<file path="config.mk">
export PLATFORM = sky130hd
export DESIGN_NAME = uart_rx_param
export DESIGN_NICKNAME = d
export VERILOG_FILES = /design/src/rtl/uart_pkg.sv /design/src/rtl/uart_rx_sampler.sv /design/src/rtl/uart_rx_param.sv
export SDC_FILE = /design/constraint.sdc
export NUM_CORES = 1
export LEC_CHECK = 0
export CAP_MARGIN = 30
export CORE_MARGIN = 8
export CORE_UTILIZATION = 58
export CTS_BUF_LIST = sky130_fd_sc_hd__clkbuf_8 sky130_fd_sc_hd__clkbuf_16
export CTS_CLUSTER_DIAMETER = 100
export CTS_CLUSTER_SIZE = 10
export DETAILED_ROUTE_END_ITERATION = 7
export PLACE_DENSITY = 0.8
export SKIP_CTS_REPAIR_TIMING = 1
export SYNTH_ARGS = -nofsm -noshare
export SYNTH_HDL_FRONTEND = slang
export SYNTH_SLANG_ARGS = --single-unit
</file>
<file path="constraint.sdc">
create_clock -name rxclk -period 4.1 [get_ports rxclk]
set_clock_uncertainty 0.05 [all_clocks]
set_input_delay 0.82 -clock rxclk [delete_from_list [all_inputs] [get_ports rxclk]]
set_output_delay 0.82 -clock rxclk [all_outputs]
set_load 0.005 [all_outputs]
</file>
<file path="src/rtl/uart_pkg.sv">
`default_nettype none
// ============================================================================
// Module   : uart_pkg
// Brief    : Shared types and constants for the parameterised UART receiver.
// Revision : 1.0 - initial release
// ============================================================================
package uart_pkg;

   // Receiver frame-tracking states
   typedef enum logic [2:0] {
      ST_IDLE   = 3'd0,
      ST_START  = 3'd1,
      ST_DATA   = 3'd2,
      ST_PARITY = 3'd3,
      ST_STOP   = 3'd4
   } rx_state_e;

   // Parity mode encodings for PARITY_MODE
   localparam int PARITY_NONE = 0;
   localparam int PARITY_EVEN = 1;
   localparam int PARITY_ODD  = 2;

endpackage
`default_nettype wire

</file>
<file path="src/rtl/uart_rx_sampler.sv">
`default_nettype none
// ============================================================================
// Module   : uart_rx_sampler
// Brief    : Two-flop synchronizer for the serial line plus a 3-tap majority
//            vote over the three most recent synchronized samples.
// Revision : 1.0 - initial release
// ============================================================================
module uart_rx_sampler (
   input  logic rxclk,
   input  logic rxrst,
   input  logic i_rx,
   output logic o_rx_sync,
   output logic o_maj
);

   logic [1:0] sync_q, sync_d;
   logic [1:0] hist_q, hist_d;

   // Next values: synchronizer chain and history of synchronized samples
   always_comb begin
      sync_d = {sync_q[0], i_rx};
      hist_d = {hist_q[0], sync_q[1]};
   end

   // Registers reset to the idle-high line level
   always_ff @(posedge rxclk) begin
      if (rxrst) begin
         sync_q <= 2'b11;
         hist_q <= 2'b11;
      end else begin
         sync_q <= sync_d;
         hist_q <= hist_d;
      end
   end

   assign o_rx_sync = sync_q[1];
   // Majority of the current sample and the two before it
   assign o_maj = (sync_q[1] & hist_q[0]) | (sync_q[1] & hist_q[1]) | (hist_q[0] & hist_q[1]);

endmodule
`default_nettype wire

</file>
<file path="src/rtl/uart_rx_param.sv">
`default_nettype none
// ============================================================================
// Module   : uart_rx_param
// Brief    : Parameterised UART receiver: majority-voted bit sampling,
//            optional parity, one or two stop bits, held output with
//            valid/ready handshake and sticky overrun flag.
// Revision : 1.0 - initial release
// ============================================================================
module uart_rx_param
   import uart_pkg::*;
#(
   parameter int CLKS_PER_BIT = 1085,
   parameter int DATA_BITS    = 8,
   parameter int PARITY_MODE  = 0,
   parameter int STOP_BITS    = 1
) (
   input  logic                 rxclk,
   input  logic                 rxrst,
   input  logic                 rxclken,
   input  logic                 rx,
   output logic [DATA_BITS-1:0] dout,
   output logic                 dout_valid,
   input  logic                 dout_ready,
   output logic                 parity_err,
   output logic                 frame_err,
   output logic                 overrun,
   output logic                 rx_busy
);

   localparam int CW = $clog2(CLKS_PER_BIT) + 1;
   localparam int BW = $clog2(DATA_BITS + 1);
   // The majority window spans centre-1..centre+1, so the decision is taken
   // on the cycle holding the centre+1 sample.
   localparam logic [CW-1:0] c_start_decide = CW'((CLKS_PER_BIT - 1) / 2 + 1);
   localparam logic [CW-1:0] c_bit_last     = CW'(CLKS_PER_BIT - 1);
   localparam logic [BW-1:0] c_data_last    = BW'(DATA_BITS - 1);
   localparam logic [BW-1:0] c_stop_last    = BW'(STOP_BITS - 1);
   localparam logic          c_odd          = (PARITY_MODE == PARITY_ODD);

   rx_state_e              state_q, state_d;
   logic [CW-1:0]          cnt_q, cnt_d;
   logic [BW-1:0]          bitpos_q, bitpos_d;
   logic [DATA_BITS-1:0]   shift_q, shift_d;
   logic                   perr_q, perr_d;
   logic                   ferr_q, ferr_d;
   logic [DATA_BITS-1:0]   dout_q, dout_d;
   logic                   valid_q, valid_d;
   logic                   perr_out_q, perr_out_d;
   logic                   ferr_out_q, ferr_out_d;
   logic                   ovr_q, ovr_d;
   logic                   w_rx_sync;
   logic                   w_maj;
   logic                   w_done;

   uart_rx_sampler u_sampler (
      .rxclk     (rxclk),
      .rxrst     (rxrst),
      .i_rx      (rx),
      .o_rx_sync (w_rx_sync),
      .o_maj     (w_maj)
   );

   // Frame FSM: next state, bit timing counter and data/flag accumulation
   always_comb begin
      state_d  = state_q;
      cnt_d    = cnt_q + CW'(1);
      bitpos_d = bitpos_q;
      shift_d  = shift_q;
      perr_d   = perr_q;
      ferr_d   = ferr_q;
      w_done   = 1'b0;
      case (state_q)
         ST_IDLE: begin
            cnt_d    = '0;
            bitpos_d = '0;
            perr_d   = 1'b0;
            ferr_d   = 1'b0;
            if (rxclken && !w_rx_sync) state_d = ST_START;
         end
         ST_START: begin
            if (cnt_q == c_start_decide) begin
               cnt_d   = '0;
               state_d = w_maj ? ST_IDLE : ST_DATA;
            end
         end
         ST_DATA: begin
            if (cnt_q == c_bit_last) begin
               cnt_d   = '0;
               // LSB arrives first, so shifting in at the top leaves it at bit 0
               shift_d = {w_maj, shift_q[DATA_BITS-1:1]};
               if (bitpos_q == c_data_last) begin
                  bitpos_d = '0;
                  state_d  = (PARITY_MODE == PARITY_NONE) ? ST_STOP : ST_PARITY;
               end else begin
                  bitpos_d = bitpos_q + BW'(1);
               end
            end
         end
         ST_PARITY: begin
            if (cnt_q == c_bit_last) begin
               cnt_d   = '0;
               perr_d  = w_maj ^ (^shift_q) ^ c_odd;
               state_d = ST_STOP;
            end
         end
         ST_STOP: begin
            if (cnt_q == c_bit_last) begin
               cnt_d  = '0;
               ferr_d = ferr_q | ~w_maj;
               if (bitpos_q == c_stop_last) begin
                  bitpos_d = '0;
                  w_done   = 1'b1;
                  state_d  = ST_IDLE;
               end else begin
                  bitpos_d = bitpos_q + BW'(1);
               end
            end
         end
         default: state_d = ST_IDLE;
      endcase
      // Losing the enable abandons the frame in progress
      if (!rxclken && state_q != ST_IDLE) begin
         state_d  = ST_IDLE;
         cnt_d    = '0;
         bitpos_d = '0;
         w_done   = 1'b0;
      end
   end

   // Output holding register with handshake and overrun detection
   always_comb begin
      dout_d     = dout_q;
      valid_d    = valid_q;
      perr_out_d = perr_out_q;
      ferr_out_d = ferr_out_q;
      ovr_d      = ovr_q;
      if (w_done) begin
         if (!valid_q || dout_ready) begin
            dout_d     = shift_q;
            perr_out_d = perr_q;
            ferr_out_d = ferr_d;
            valid_d    = 1'b1;
         end else begin
            ovr_d = 1'b1;
         end
      end else if (valid_q && dout_ready) begin
         valid_d = 1'b0;
      end
   end

   // State and output registers
   always_ff @(posedge rxclk) begin
      if (rxrst) begin
         state_q    <= ST_IDLE;
         cnt_q      <= '0;
         bitpos_q   <= '0;
         shift_q    <= '0;
         perr_q     <= 1'b0;
         ferr_q     <= 1'b0;
         dout_q     <= '0;
         valid_q    <= 1'b0;
         perr_out_q <= 1'b0;
         ferr_out_q <= 1'b0;
         ovr_q      <= 1'b0;
      end else begin
         state_q    <= state_d;
         cnt_q      <= cnt_d;
         bitpos_q   <= bitpos_d;
         shift_q    <= shift_d;
         perr_q     <= perr_d;
         ferr_q     <= ferr_d;
         dout_q     <= dout_d;
         valid_q    <= valid_d;
         perr_out_q <= perr_out_d;
         ferr_out_q <= ferr_out_d;
         ovr_q      <= ovr_d;
      end
   end

   assign dout       = dout_q;
   assign dout_valid = valid_q;
   assign parity_err = perr_out_q;
   assign frame_err  = ferr_out_q;
   assign overrun    = ovr_q;
   assign rx_busy    = (state_q != ST_IDLE);

endmodule
`default_nettype wire

</file>
# --- Word level (Yosys, flattened, before mapping) ---
# Index checks and enable logic that the tools add are counted.
# W data, S select, Z words.
op_classes:
  add_sub_neg: 2
  n_eq_ne: 15
  mux: 28
  bitwise_logic: 9
  n_reduce_logical: 23
op_table:
  columns: ["op", "n"]
  rows:
  - ["$pmux W12 S3", 1]
  - ["$mux W12", 2]
  - ["$mux W3", 7]
  - ["$mux W4", 4]
  - ["$pmux W3 S5", 1]
  - ["$ne A2 B2 Y1 const B", 7]
  - ["$add A12 B1 Y12 const B", 1]
  - ["$eq A12 B10 Y1 const B", 1]
  - ["$eq A12 B11 Y1 const B", 1]
  - ["$pmux W4 S3", 1]
  - ["$reduce_and A2 Y1", 5]
  - ["$mux W1", 9]
  - ["$reduce_xor A8 Y1", 1]
  - ["$reduce_and A7 Y1", 1]
  - ["$eq A3 B2 Y1 const B", 2]
  - ["$reduce_bool A3 Y1", 2]
  - ["$add A4 B1 Y4 const B", 1]
  - ["$eq A4 B3 Y1 const B", 1]
  - ["$logic_not A4 Y1", 1]
  - ["$pmux W1 S2", 2]
  - ["$reduce_bool A2 Y1", 2]
  - ["$and A1 B1 Y1", 3]
  - ["$eq A3 B1 Y1 const B", 1]
  - ["$eq A3 B3 Y1 const B", 1]
  - ["other kinds (12)", 19]
totals:
  ff_bits: 45
  input_bits: 5

# --- Longest topological paths before layout ---
logic_depth:
  depth_word: 7
  depth_mapped: 8

# --- Hierarchy ---
# A second synthesis with hierarchy kept.
hier_totals:
  cells_unflattened: 216
  hier_area_um2: 2063.2
modules_own_cells:
  columns: ["mod", "n_inst", "cells_per_inst", "area_per_inst_um2", "seq_area_each_um2"]
  rows:
  - ["uart_rx_param", 1, 207, 1946.9, 820.8]
  - ["uart_rx_sampler", 1, 9, 116.4, 80.1]

# --- Worst setup path before layout ---
# No wires, ideal clock.
synth_path:
  path_type: "flip-flop to output port"
  startpoint: "reg state_q[2]"
  endpoint: "out rx_busy"
  t_arrival_ns: 0.964
  path_slack_ns: 2.266
  path_stages_with_launch: 4
  path_buffers: 1
  path_cell_list: "dfxtp_1 buf_4 nor3_1 inv_2"
synth_between:
  elab_chain_len: 1
synth_lines:
  columns: ["element", "line_no", "source"]
  rows:
  - ["from (decl)", "uart_rx_param.sv:40", "rx_state_e state_q, state_d;"]
  - ["from (signal assigned)", "uart_rx_param.sv:166", "state_q <= state_d;"]
  - ["$reduce_bool A3 Y1", "uart_rx_param.sv:185", "assign rx_busy = (state_q != ST_IDLE);"]
  - ["to (decl)", "uart_rx_param.sv:27", "output logic rx_busy"]
# No other way between the ends.

# --- Final worst setup path ---
# Same ends and word-level chain as after synthesis.

==> results.ini <==
[status]
outcome = finished, final reports clean

[sta]
fin_setup_tns_ns = 0
period_minus_slack_ns = 2.77
slew_viol_final = 0
setup_viol = 0
rsz0062_at_grt = no
relSlewSlack = 0.403
max_freq_mhz = 361
tightest_slew_ns = 0.891
finalHoldViolCount = 0
hold_ws_ns = 0.367
layout_worst_path_cycle_share = 0.676

[setup_path]
path_max_fanout = 12
critical_path_class = reg -> out
critPathSlowestCell = nor3_1
end_kind = output port
slowest_delay_ns = 0.57
critPathArrivalTime_ns = 1.90
cp_cell_sequence = nor3_1, inv_2, clkdlybuf4s50_1
cp.required_ns = 3.23
critPathLaunchType = register

[floorplan]
dieWidth_um = 76.0
initial_core_util = 0.615
io_pins = 18
dieArea_mm2 = 0.00577
placementRows = 21
core_area_mm2 = 0.00339
die_h_um = 76.0

[cts]
cts.path.max_buffers = 2
h-tree-depth = 2
cts_root_buf = clkbuf_8
cts_made_buffers = 5
clk_latency_ns = 0.30
clock-sinks = 45
clkTransAtPathRegs_ns = 0.08
tritoncts = yes

[power]
power_frac_clock = 0.343
swShare = 0.262
p_seq_frac = 0.562
pwr-share-comb = 0.095
p_leak_nw = 0.801
switchingPower_w = 0.000210
cellInternalPower_w = 0.000592
ir_worst_vdd_mv = 0.322
power.density_mw_per_mm2 = 339

[logic_synthesis]
synth_cells = 223
synth_fp_nets = 232
synth_edf_count = 0
synthesis.area_mm2 = 0.00208
synthFlopType = dfxtp_1
ys_seq_elements = 45
yosysWarningCount = 0
synthArstFlopShare = 0
yosysUniqueCellTypes = 45
seq_area_frac_synth = 0.432
synth.avg_cell_area_um2 = 9.35

[layout]
syn_to_final_growth_pct = 13.4
most-common-layout-cells = dfxtp_1 (45), nor2_1 (38), mux2i_1 (18)
finalInstanceArea_mm2 = 0.00236
multi_input_area_mm2 = 0.00110
fillers = 269
seq_area_um2 = 901
finalNetCount = 249
drive_gt1_frac = 0.0996
num_antenna_cells = 0
layout_commonest_cell = dfxtp_1

[detailed_routing]
detail-route-antenna-nets = 0
drt_wl_total_um = 3690
dr.first_iter.drc_count = 99
viasPerCell = 5.39
route.detailed.drc = 0
firstDrtPassIters = 4
wl_per_cell_um = 12.9
num_vias = 1546

[placement]
place_congestion = 0.845
io_buffers = 17
dpl.hpwl_um = 2610
placed_cell_area_mm2 = 0.00227

[global_route]
grt_pass1_wl_um = 6190
grt_pass1_vias = 1420
grt_max_degree = 30
grt_util_all_layers = 0.126
antenna_found_initial = 0
overflow = 0

[run]
cap_violations = 0

[min_path]
hold_class = reg -> reg

-- routing by layer --
layer  up-vias  global-route usage  part of all wire
met5         -                   0                 0
met4         0              0.0529             0.011
met3         4              0.0413             0.039
met2        29               0.192              0.45
met1       716               0.157              0.50
li1        797                   -                 -
-- metrics by stage --
stage	power, W	cells	setup slack (ns)	utilization
6_report	0.000802	287	1.33	0.698
5_1_grt	0.000835	287	1.17	0.698
4_1_cts	0.000808	287	1.34	0.698
3_5_place_dp	0.000536	279	1.33	0.671
3_3_place_gp	0.000536	279	1.40	0.671
2_1_floorplan	0.000514	223	2.27	-
-- state kept, by name, summed over array words and instances (netlist names), 2 cells and up --
register,count
cnt_q,12
dout,8
shift_q,8
bitpos_q,4
state_q,3
u_sampler.hist_q,2
u_sampler.sync_q,2
-- logic make-up after synthesis --
| family | share of synthesized area |
|---|---|
| AOI/OAI and AO/OA | 0.0834 |
| muxes | 0.0864 |
| DFF | 0.432 |
| and+or+nand+nor | 0.252 |
| adders and majority gates | 0.0288 |
| xor gates and xnor gates | 0.0798 |
| buffers and inverters | 0.0378 |
-- worst paths after layout --
check	start	depth (start not counted)	end	slack [ns]
hold reg to reg	u_sampler.sync_q[0]$_SDFF_PP1_	1	u_sampler.sync_q[1]$_SDFF_PP1_	0.37
setup / recovery	state_q[2]$_SDFFE_PP0P_	3	rx_busy	1.33
setup reg to reg	bitpos_q[0]$_SDFFE_PP0P_	7	dout[7]$_SDFFE_PP0P_	1.76
hold / removal	u_sampler.sync_q[0]$_SDFF_PP1_	1	u_sampler.sync_q[1]$_SDFF_PP1_	0.37
-- cell usage after synthesis, types with 4 or more instances --
| cell | count | area [um^2] |
|---|---|---|
| nand2_1 | 11 | 41.3 |
| nand4_1 | 6 | 37.5 |
| dfxtp_1 | 45 | 901 |
| a21oi_1 | 6 | 30.0 |
| or2_2 | 4 | 25.0 |
| xnor2_1 | 13 | 114 |
| ha_1 | 4 | 50.1 |
| nor2_1 | 38 | 143 |
| xor2_1 | 6 | 52.6 |
| nand3_1 | 10 | 50.1 |
| inv_1 | 8 | 30.0 |
| mux2i_1 | 18 | 180 |
-- layout make-up --
cell class,instances,area share
Sequential cell,45,0.381
Timing Repair Buffer,18,0.0751
Clock buffer,5,0.0291
Inverter,9,0.0143
Clock inverter,3,0.00899
Multi-Input combinational cell,161,0.467
Tap cell,46,0.0243
-- worst max-delay path, delay by kind of cell (launching register included) --
family / cells / cell delay [ns]
DFF: 1 / 0.42
and+or+nand+nor: 1 / 0.57
buffers and inverters: 2 / 0.62
-- power by group through the flow --
stage	clock, W	sequential, W	combinational, W
after CTS	0.000282	0.000451	0.0000757
after global placement	0	0.000461	0.0000744
after detailed placement	0	0.000461	0.0000749
after floorplan	0	0.000454	0.0000601
final	0.000275	0.000451	0.0000760
after global routing	0.000299	0.000452	0.0000835
(Power assumes the default switching activity.)
